$ cat config.mk
export PLATFORM = sky130hd
export DESIGN_NAME = exec_sequencer
export DESIGN_NICKNAME = d
export VERILOG_FILES = /design/src/rtl/exec_pkg.sv /design/src/rtl/exec_sequencer_if.sv /design/src/rtl/edge_rise.sv /design/src/rtl/exec_sequencer_core.sv /design/src/rtl/exec_sequencer.sv
export SDC_FILE = /design/constraint.sdc
export NUM_CORES = 1
export LEC_CHECK = 0
export CAP_MARGIN = 10
export CORE_MARGIN = 5
export CORE_UTILIZATION = 35
export CTS_CLUSTER_SIZE = 16
export DETAILED_ROUTE_END_ITERATION = 8
export SLEW_MARGIN = 20
export SYNTH_ARGS = -nofsm -noshare
export SYNTH_HDL_FRONTEND = slang
export SYNTH_SLANG_ARGS = --single-unit
$ cat constraint.sdc
create_clock -name ES_clk -period 2.5 [get_ports ES_clk]
set_input_delay 0.375 -clock ES_clk [delete_from_list [all_inputs] [get_ports ES_clk]]
set_output_delay 0.375 -clock ES_clk [all_outputs]
set_load 0.01 [all_outputs]
$ cat src/rtl/exec_pkg.sv
// Shared encodings for the execution sequencer: FSM state values and the
// default program-counter reset vector.
package exec_pkg;

    typedef enum logic [2:0] {
        ST_IDLE = 3'd0,
        ST_RUN  = 3'd1,
        ST_STEP = 3'd2,
        ST_HALT = 3'd3,
        ST_EXC  = 3'd4
    } state_t;

    localparam logic [7:0] RESET_PC_DEFAULT = 8'h00;

endpackage

$ cat src/rtl/exec_sequencer_if.sv
// Control/status bundle between the front-panel/datapath side (master) and the
// sequencer core (slave).
interface exec_sequencer_if #(
    parameter int CNT_W = 16
);
    logic             run;
    logic             step;
    logic             load;
    logic [7:0]       pc_val;
    logic             resume;
    logic [7:0]       next_pc;
    logic             exc;
    logic             bp_en;
    logic [7:0]       bp_addr;

    logic [7:0]       pc;
    logic             commit;
    logic [7:0]       epc;
    logic [2:0]       state;
    logic             halted;
    logic             exc_led;
    logic [CNT_W-1:0] icount;

    modport master (
        output run, step, load, pc_val, resume, next_pc, exc, bp_en, bp_addr,
        input  pc, commit, epc, state, halted, exc_led, icount
    );

    modport slave (
        input  run, step, load, pc_val, resume, next_pc, exc, bp_en, bp_addr,
        output pc, commit, epc, state, halted, exc_led, icount
    );
endinterface

$ cat src/rtl/edge_rise.sv
// Rising-edge detector for a synchronous, debounced level input. Edges are
// suppressed on the first clock after reset so a held input never fires.
module edge_rise (
    input  logic clk,
    input  logic rst,
    input  logic sig,
    output logic rise
);
    logic prev;
    logic armed;

    // NOTE: sequential state uses non-blocking assignments so every flop samples pre-edge values.
    always_ff @(posedge clk or posedge rst) begin
        if (rst) begin
            prev  <= 1'b0;
            armed <= 1'b0;
        end else begin
            prev  <= sig;
            armed <= 1'b1;
        end
    end

    assign rise = sig & ~prev & armed;
endmodule

$ cat src/rtl/exec_sequencer_core.sv
// Run/step/halt/exception sequencer: owns the PC, exception PC and the
// retired-instruction counter, and gates datapath commits.
module exec_sequencer_core
    import exec_pkg::*;
#(
    parameter logic [7:0] RESET_PC = RESET_PC_DEFAULT,
    parameter int         CNT_W    = 16
) (
    input logic             clk,
    input logic             rst,
    exec_sequencer_if.slave bus
);
    state_t           state, state_n;
    logic [7:0]       pc, pc_n;
    logic [7:0]       epc, epc_n;
    logic [CNT_W-1:0] icount, icount_n;
    logic             step_rise;
    logic             resume_rise;
    logic             commit;

    edge_rise u_step_edge   (.clk(clk), .rst(rst), .sig(bus.step),   .rise(step_rise));
    edge_rise u_resume_edge (.clk(clk), .rst(rst), .sig(bus.resume), .rise(resume_rise));

    // An exception in the executing cycle squashes that instruction's writes.
    assign commit = ((state == ST_RUN) || (state == ST_STEP)) && !bus.exc;

    always_ff @(posedge clk or posedge rst) begin
        if (rst) begin
            state  <= ST_IDLE;
            pc     <= RESET_PC;
            epc    <= 8'h00;
            icount <= '0;
        end else begin
            state  <= state_n;
            pc     <= pc_n;
            epc    <= epc_n;
            icount <= icount_n;
        end
    end

    always_comb begin
        // NOTE: every target gets a default first so no path leaves a latch behind.
        state_n  = state;
        pc_n     = pc;
        epc_n    = epc;
        icount_n = icount;
        if (commit) begin
            pc_n     = bus.next_pc;
            icount_n = icount + CNT_W'(1);
        end
        case (state)
            ST_IDLE: begin
                if (bus.load) begin
                    pc_n     = bus.pc_val;
                    icount_n = '0;
                end else if (step_rise) begin
                    state_n = ST_STEP;
                end else if (bus.run) begin
                    state_n = ST_RUN;
                end
            end
            ST_STEP: begin
                if (bus.exc) begin
                    epc_n   = pc;
                    state_n = ST_EXC;
                end else begin
                    state_n = ST_IDLE;
                end
            end
            ST_RUN: begin
                if (bus.exc) begin
                    epc_n   = pc;
                    state_n = ST_EXC;
                end else if (bus.bp_en && (bus.next_pc == bus.bp_addr)) begin
                    state_n = ST_HALT;
                end else if (!bus.run) begin
                    state_n = ST_IDLE;
                end
            end
            ST_HALT: begin
                if (step_rise) begin
                    state_n = ST_STEP;
                end else if (!bus.run) begin
                    state_n = ST_IDLE;
                end
            end
            ST_EXC: begin
                if (bus.load) begin
                    pc_n    = bus.pc_val;
                    state_n = ST_IDLE;
                end else if (resume_rise) begin
                    pc_n    = epc + 8'd1;
                    state_n = ST_IDLE;
                end
            end
            default: state_n = ST_IDLE;
        endcase
    end

    assign bus.pc      = pc;
    assign bus.commit  = commit;
    assign bus.epc     = epc;
    assign bus.state   = state;
    assign bus.halted  = (state == ST_HALT) || (state == ST_EXC);
    assign bus.exc_led = (state == ST_EXC);
    assign bus.icount  = icount;
endmodule

$ cat src/rtl/exec_sequencer.sv
// Execution sequencer top: exposes the flat ES_* pins and routes them through
// the control/status interface into the sequencer core.
module exec_sequencer
    import exec_pkg::*;
#(
    parameter logic [7:0] RESET_PC = RESET_PC_DEFAULT,
    parameter int         CNT_W    = 16
) (
    input  logic             ES_clk,
    input  logic             ES_rst,
    input  logic             ES_run,
    input  logic             ES_step,
    input  logic             ES_load,
    input  logic [7:0]       ES_pc_val,
    input  logic             ES_resume,
    input  logic [7:0]       ES_next_pc,
    input  logic             ES_exc,
    input  logic             ES_bp_en,
    input  logic [7:0]       ES_bp_addr,
    output logic [7:0]       ES_pc,
    output logic             ES_commit,
    output logic [7:0]       ES_epc,
    output logic [2:0]       ES_state,
    output logic             ES_halted,
    output logic             ES_exc_led,
    output logic [CNT_W-1:0] ES_icount
);
    exec_sequencer_if #(.CNT_W(CNT_W)) bus ();

    assign bus.run     = ES_run;
    assign bus.step    = ES_step;
    assign bus.load    = ES_load;
    assign bus.pc_val  = ES_pc_val;
    assign bus.resume  = ES_resume;
    assign bus.next_pc = ES_next_pc;
    assign bus.exc     = ES_exc;
    assign bus.bp_en   = ES_bp_en;
    assign bus.bp_addr = ES_bp_addr;

    exec_sequencer_core #(
        .RESET_PC (RESET_PC),
        .CNT_W    (CNT_W)
    ) u_core (
        .clk (ES_clk),
        .rst (ES_rst),
        .bus (bus.slave)
    );

    assign ES_pc      = bus.pc;
    assign ES_commit  = bus.commit;
    assign ES_epc     = bus.epc;
    assign ES_state   = bus.state;
    assign ES_halted  = bus.halted;
    assign ES_exc_led = bus.exc_led;
    assign ES_icount  = bus.icount;
endmodule
Yosys cells after proc, flatten, opt, wreduce, memory -nomap -nowiden
Index checks and enable logic that the tools add are counted.
- $add $sub $neg: 2
- equal/unequal tests: 8
- muxes and demuxes: 19
- bitwise operators: 6
- reduce and logical (&&, ||, !) cells: 9
- operator list (operator ; count):
    16-bit two-way mux ; 3
    8-bit two-way mux ; 4
    3-bit two-way mux ; 10
    16-bit by 1-bit adder with 16-bit output, second input constant ; 1
    8-bit one-hot mux with 2 select lines ; 1
    3-bit one-hot mux with 5 select lines ; 1
    8-bit by 1-bit adder with 8-bit output, second input constant ; 1
    8-bit equality test ; 1
    3-bit by 2-bit equality test with 1-bit output, second input constant ; 2
    3-bit by 2-bit != test with 1-bit output, second input constant ; 2
    1-bit AND ; 4
    3-bit by 1-bit equality test with 1-bit output, second input constant ; 1
    3-bit equality test, second input constant ; 1
    3-bit zero test ; 1
    3-bit AND reduction ; 1
    1-bit logical AND ; 2
    1-bit logical OR ; 2
    2-bit != test, second input constant ; 1
    1-bit NOT ; 2
    2-bit AND reduction ; 1
    2-bit OR reduction ; 1
    1-bit zero test ; 1
- bits in registers: 38
- output and inout bits: 38
- logic and storage cells: 51

Logic depth before layout (Yosys ltp)
Gate-level depths: netlist of run 1.
- depth in word-level cells: 7
- mapped depth: 8

Cells and area by module
From an unflattened synthesis of run 1, not the netlist that was laid out.
- cell total of the unflattened synthesis: 215
- area, all modules: 2188.3 um^2
- by module, submodules not included (module ; times used ; cells an instance ; area an instance (um^2) ; sequential area each (um^2)):
    exec_sequencer_core ; 1 ; 205 ; 2055.7 ; 875.8
    edge_rise ; 2 ; 5 ; 66.3 ; 50.0

Worst setup path before layout of run 1
No wires, ideal clock.
- path type: flip-flop to flip-flop
- start point: reg u_core.state[2] (netlist: u_core.bus.state[2])
- end point: reg u_core.pc[5] (netlist: u_core.bus.pc[5])
- library setup time: 0.131 ns
- arrival: 1.953 ns
- required time: 2.369 ns
- setup slack: 0.415 ns
- cell stages (with the launch flop): 9
- path buffers: 2
- clock period less this slack: 2.085 ns
- cells stage by stage: dfrtp_1 or2_2 clkbuf_1 or2_1 buf_6 inv_6 mux2i_1 o21ai_1 or3_1
- cells in the longest elaborated chain, start to end: 7
- elaborated cells on any way between the ends: 11
- classes of those cells: 3 x eq/ne; 5 x mux; 3 x reduce/logical
- ends and longest elaborated chain (what ; line ; RTL):
    start: declaration ; exec_sequencer_core.sv:13 ; state_t state, state_n;
    start signal: assignment ; exec_sequencer_core.sv:34 ; state <= state_n;
    3-bit by 1-bit equality test with 1-bit output or 3-bit by 2-bit equality test with 1-bit output (tied branches) ; exec_sequencer_core.sv:25 ; assign commit = ((state == ST_RUN) || (state == ST_STEP)) && !bus.exc;
    1-bit logical OR (*) ; exec_sequencer_core.sv:25 ;
    1-bit logical AND (*) ; exec_sequencer_core.sv:25 ;
    net ES_commit ; exec_sequencer.sv:21 ; output logic ES_commit,
    8-bit two-way mux (*) ; exec_sequencer_core.sv:47 ; if (commit) begin
    8-bit two-way mux ; exec_sequencer_core.sv:91 ; end else if (resume_rise) begin
    8-bit two-way mux ; exec_sequencer_core.sv:88 ; if (bus.load) begin
    8-bit one-hot mux with 2 select lines (*) ; exec_sequencer_core.sv:51 ; case (state)
    net u_core.pc_n[5] ; exec_sequencer_core.sv:14 ; logic [7:0] pc, pc_n;
    end signal: assignment ; exec_sequencer_core.sv:35 ; pc <= pc_n;
    end: declaration ; exec_sequencer_core.sv:14 ;
Mark *: on every way through the listed nets, which the timed path passes. The rest lies on a longest branch.
A chain may end at the register's enable or synchronous reset.

Final worst setup path of run 1
- start point: reg u_core.state[1] (netlist: u_core.bus.state[1])
- end point: out ES_commit
- cells in the longest elaborated chain, start to end: 3
- elaborated cells on any way between the ends: 4
- classes of those cells: 2 x eq/ne; 2 x reduce/logical
- ends and longest elaborated chain (what ; line):
    3-bit by 1-bit equality test with 1-bit output or 3-bit by 2-bit equality test with 1-bit output (tied branches) ; exec_sequencer_core.sv:25
    1-bit logical OR (*) ; exec_sequencer_core.sv:25
    1-bit logical AND (*) ; exec_sequencer_core.sv:25
    end: declaration ; exec_sequencer.sv:21
Mark *: on every way between the ends. The rest lies on a longest branch, timed or not.

==> results of run 1 <==
==> worst paths after layout <==
path | endpoint | cells after the start | start
setup / recovery | ES_commit | 4 | u_core.bus.state[1]
max in group asynchronous | u_core.bus.epc[7] | 3 | ES_rst
hold / removal | u_core.bus.icount[7] | 3 | ES_rst
setup reg to reg | u_core.bus.pc[1] | 6 | u_core.bus.state[1]
min in group ES_clk | u_core.u_step_edge.prev | 1 | ES_step
hold reg to reg | u_core.bus.epc[0] | 1 | u_core.bus.pc[0]
==> layer usage <==
| metal | vias to the layer above | share of wire (%) | routed length [um] |
|---|---|---|---|
| met1 | 925 | 43 | 2520 |
| met3 | 6 | 8.6 | 499 |
| li1 | 922 | - | - |
| met5 | - | 0 | 0 |
| met2 | 61 | 47 | 2770 |
| met4 | 0 | 0.75 | 44 |
==> worst max-delay path, delay by kind of cell (launching register included) <==
kind,cells,cell delay [ns]
XOR/XNOR,1,0.45
flip-flops,1,0.48
buffers and inverters,2,0.54
AND/OR/NAND/NOR,1,0.26
==> registers in the layout, summed over array words and instances (netlist names) <==
register / flops
u_core.bus.state: 3
u_core.u_step_edge.armed: 1
u_core.u_step_edge.prev: 1
u_core.u_resume_edge.prev: 1
u_core.bus.icount: 16
u_core.bus.pc: 8
u_core.bus.epc: 8
==> cell usage in the layout, fill, tap and decap left out, types with 5 or more instances in the layout <==
cell type        synthesis  final
nor2_1                  28     28
dfrtp_1                 38     38
nand2_1                 15     15
and3_1                   7      7
mux2i_1                  6      6
buf_4                    0     11
xnor2_1                  6      6
nand4_1                  6      6
nor3_1                   8      8
clkbuf_8                 0      6
clkdlybuf4s50_1          0     69
a21oi_1                  9      9
xor2_1                  23     23
nand3_1                 10     10
a211o_1                  5      5
mux2_2                   8      8
o21ai_0                  5      5
==> kinds of logic (layout without fill, tap and decap cells) <==
family / after synthesis / in the layout / share of synthesized area [%]
DFF: 38 / 38 / 44.5
adders and majority gates: 2 / 2 / 1.17
other: 1 / 1 / 0.176
AOI/OAI and AO/OA: 29 / 29 / 8.79
muxes: 14 / 14 / 7.03
xor gates and xnor gates: 30 / 30 / 12.7
buffers and inverters: 13 / 91 / 3.28
and+or+nand+nor: 92 / 92 / 22.3
==> final cells by class <==
cell class / instances / share of cell area [%]
clock buffers: 7 / 2.84
clock inverters: 1 / 0.165
inverters: 3 / 0.535
multi-input cells: 168 / 36.6
flip-flops and latches: 38 / 31.3
well taps: 75 / 3.09
repair buffers: 80 / 25.4
==> metrics by stage <==
step	setup slack, ns	hold slack (ns)
after floorplan	0.415	0.406
after global placement	0.157	0.522
after detailed placement	0.123	0.533
after CTS	0.0899	0.521
after global routing	0.00399	0.568
final	0.101	0.499
==> where the power goes <==
group / switching, mW / internal (mW)
sequential: 0.197 / 0.774
clock: 0.218 / 0.223
combinational: 0.566 / 0.691
==> key figures, run 1 <==
Floorplanning
  • Die height: 88.1 um
  • Die width: 88.1 um
  • Num rows: 28
  • Core ar.: 5920 sq um
  • Die ar.: 7760 sq um
  • Io pins: 70
  • Initial core utilization: 36.1%

Clock network
  • CTS Buf Count: 5
  • CTS tree: done
  • Postcts setup bufs: 0
  • PostCTS Resize Cnt: 0
  • Clk buf depth: 2
  • CTS root buf: clkbuf_8
  • Reg clk slew, reported paths: 0.07 ns
  • Cts hold-fix bufs: 0
  • H-tree levels: 2
  • CTS sink cnt: 38
  • Clock latency on the worst-skew pair: 0.29 ns

Setup path
  • Reg-to-reg slack, setup: 0.35 ns
  • Critical Path Start Type: register
  • Critical-path cell list: xnor2_2, or2_1, inv_6, clkdlybuf4s50_1
  • Slowest-stage cell, CP: dfrtp_1
  • Worst EP arrival: 2.02 ns
  • Critical path required time: 2.12 ns
  • Crit. End Element: output pin
  • Critical path's largest stage delay: 0.48 ns
  • Setup CP Type: register to output pin
  • Crit path max fanout: 8

Logic synthesis
  • Asr flop ratio synth: 100%
  • Synth top area share: 44.5%
  • Post-synthesis sequential area ratio: 44.5%
  • Synth Net Count: 253
  • Area contributors post-synth: dfrtp_1, xor2_1, nor2_1
  • Mapped Area: 2130 sq um
  • Synth Flop Type: dfrtp_1
  • Synthesized area per cell: 9.75 sq um
  • Post-synth top area cell: dfrtp_1
  • Cell variety after synth: 44
  • Post-synth EDFFs: 0
  • Most instantiated library cell after synthesis: dfrtp_1
  • Synth cell count leaders: dfrtp_1, nor2_1, xor2_1
  • Seq cells post-synth: 38
  • Syn Inst Count: 219
  • Syn. warnings: 0

STA
  • Total negative slack: 0 ns
  • Min Tclk post-route: 2.40 ns
  • Final hold vios: 0
  • Slew headroom: 65.8%
  • Final setup violation count: 0
  • Fmax: 417 MHz
  • Worst-Margin Slew: 0.512 ns
  • Final period utilization: 96.0%
  • Final Max Slew Viols: 0
  • Unrepaired setup endpoints after global routing: false
  • Clock Skew: 0.00313 ns

Final layout
  • Share of layout cells above drive strength 1: 11.1%
  • Final Util: 51.3%
  • Nets: 330
  • Final non-filler cell total: 372
  • Final Cell Area: 3040 sq um
  • FILL cells: 578
  • Area of the multi-input gates: 1110 sq um
  • Antenna cells: 0
  • Reg area: 951 sq um
  • Layout area overhead: 42.4%

GRT
  • Met2 Track Usage GR: 26.5%
  • Met1 usage: 20.2%
  • Global route hottest layer: met2
  • Number of global-route vias before repair: 1,987
  • First-pass GRT wire length: 9710 um
  • Largest net degree at the start of global routing: 39
  • Global route total overflow: 0
  • Initial antenna violation count: 0
  • GR Util All Layers: 16.0%
  • Met3 usage: 6.02%

Placement
  • Port Buffer Count: 69
  • DP Wirelength: 4450 um
  • Placed Area: 2950 sq um
  • GPL Wtd Cong: 0.793
  • Post-placement cell count: 364

Power and ir drop
  • Peak supply drop: 0.507 mV
  • Pwr Density: 878 nW/um^2
  • Static Leakage: 1.32 nW
  • Final Power: 2.67 mW

Hold path
  • Hold WC Path Type: input port to async pin

Drt
  • Total number of vias: 1,914
  • Vias per cell: 5.15
  • DR DRC count: 0
  • Initial DRC count: 49
  • Routed Wire Length: 5830 um
  • WL/cell: 15.7 um
  • DR pass1 iterations: 4
  • Routed Antenna Nets: 0

Job
  • Max Cap Viol: 0

Outcome
  • Outcome: complete, no violations
No activity file was read; power rests on OpenSTA's default activity.
==> run 2: changes to the inputs <==
Settings changed: CTS_CLUSTER_DIAMETER set to 120.
==> results of run 2 <==
The final DEF is identical to that of run 1; final timing and power are the same.
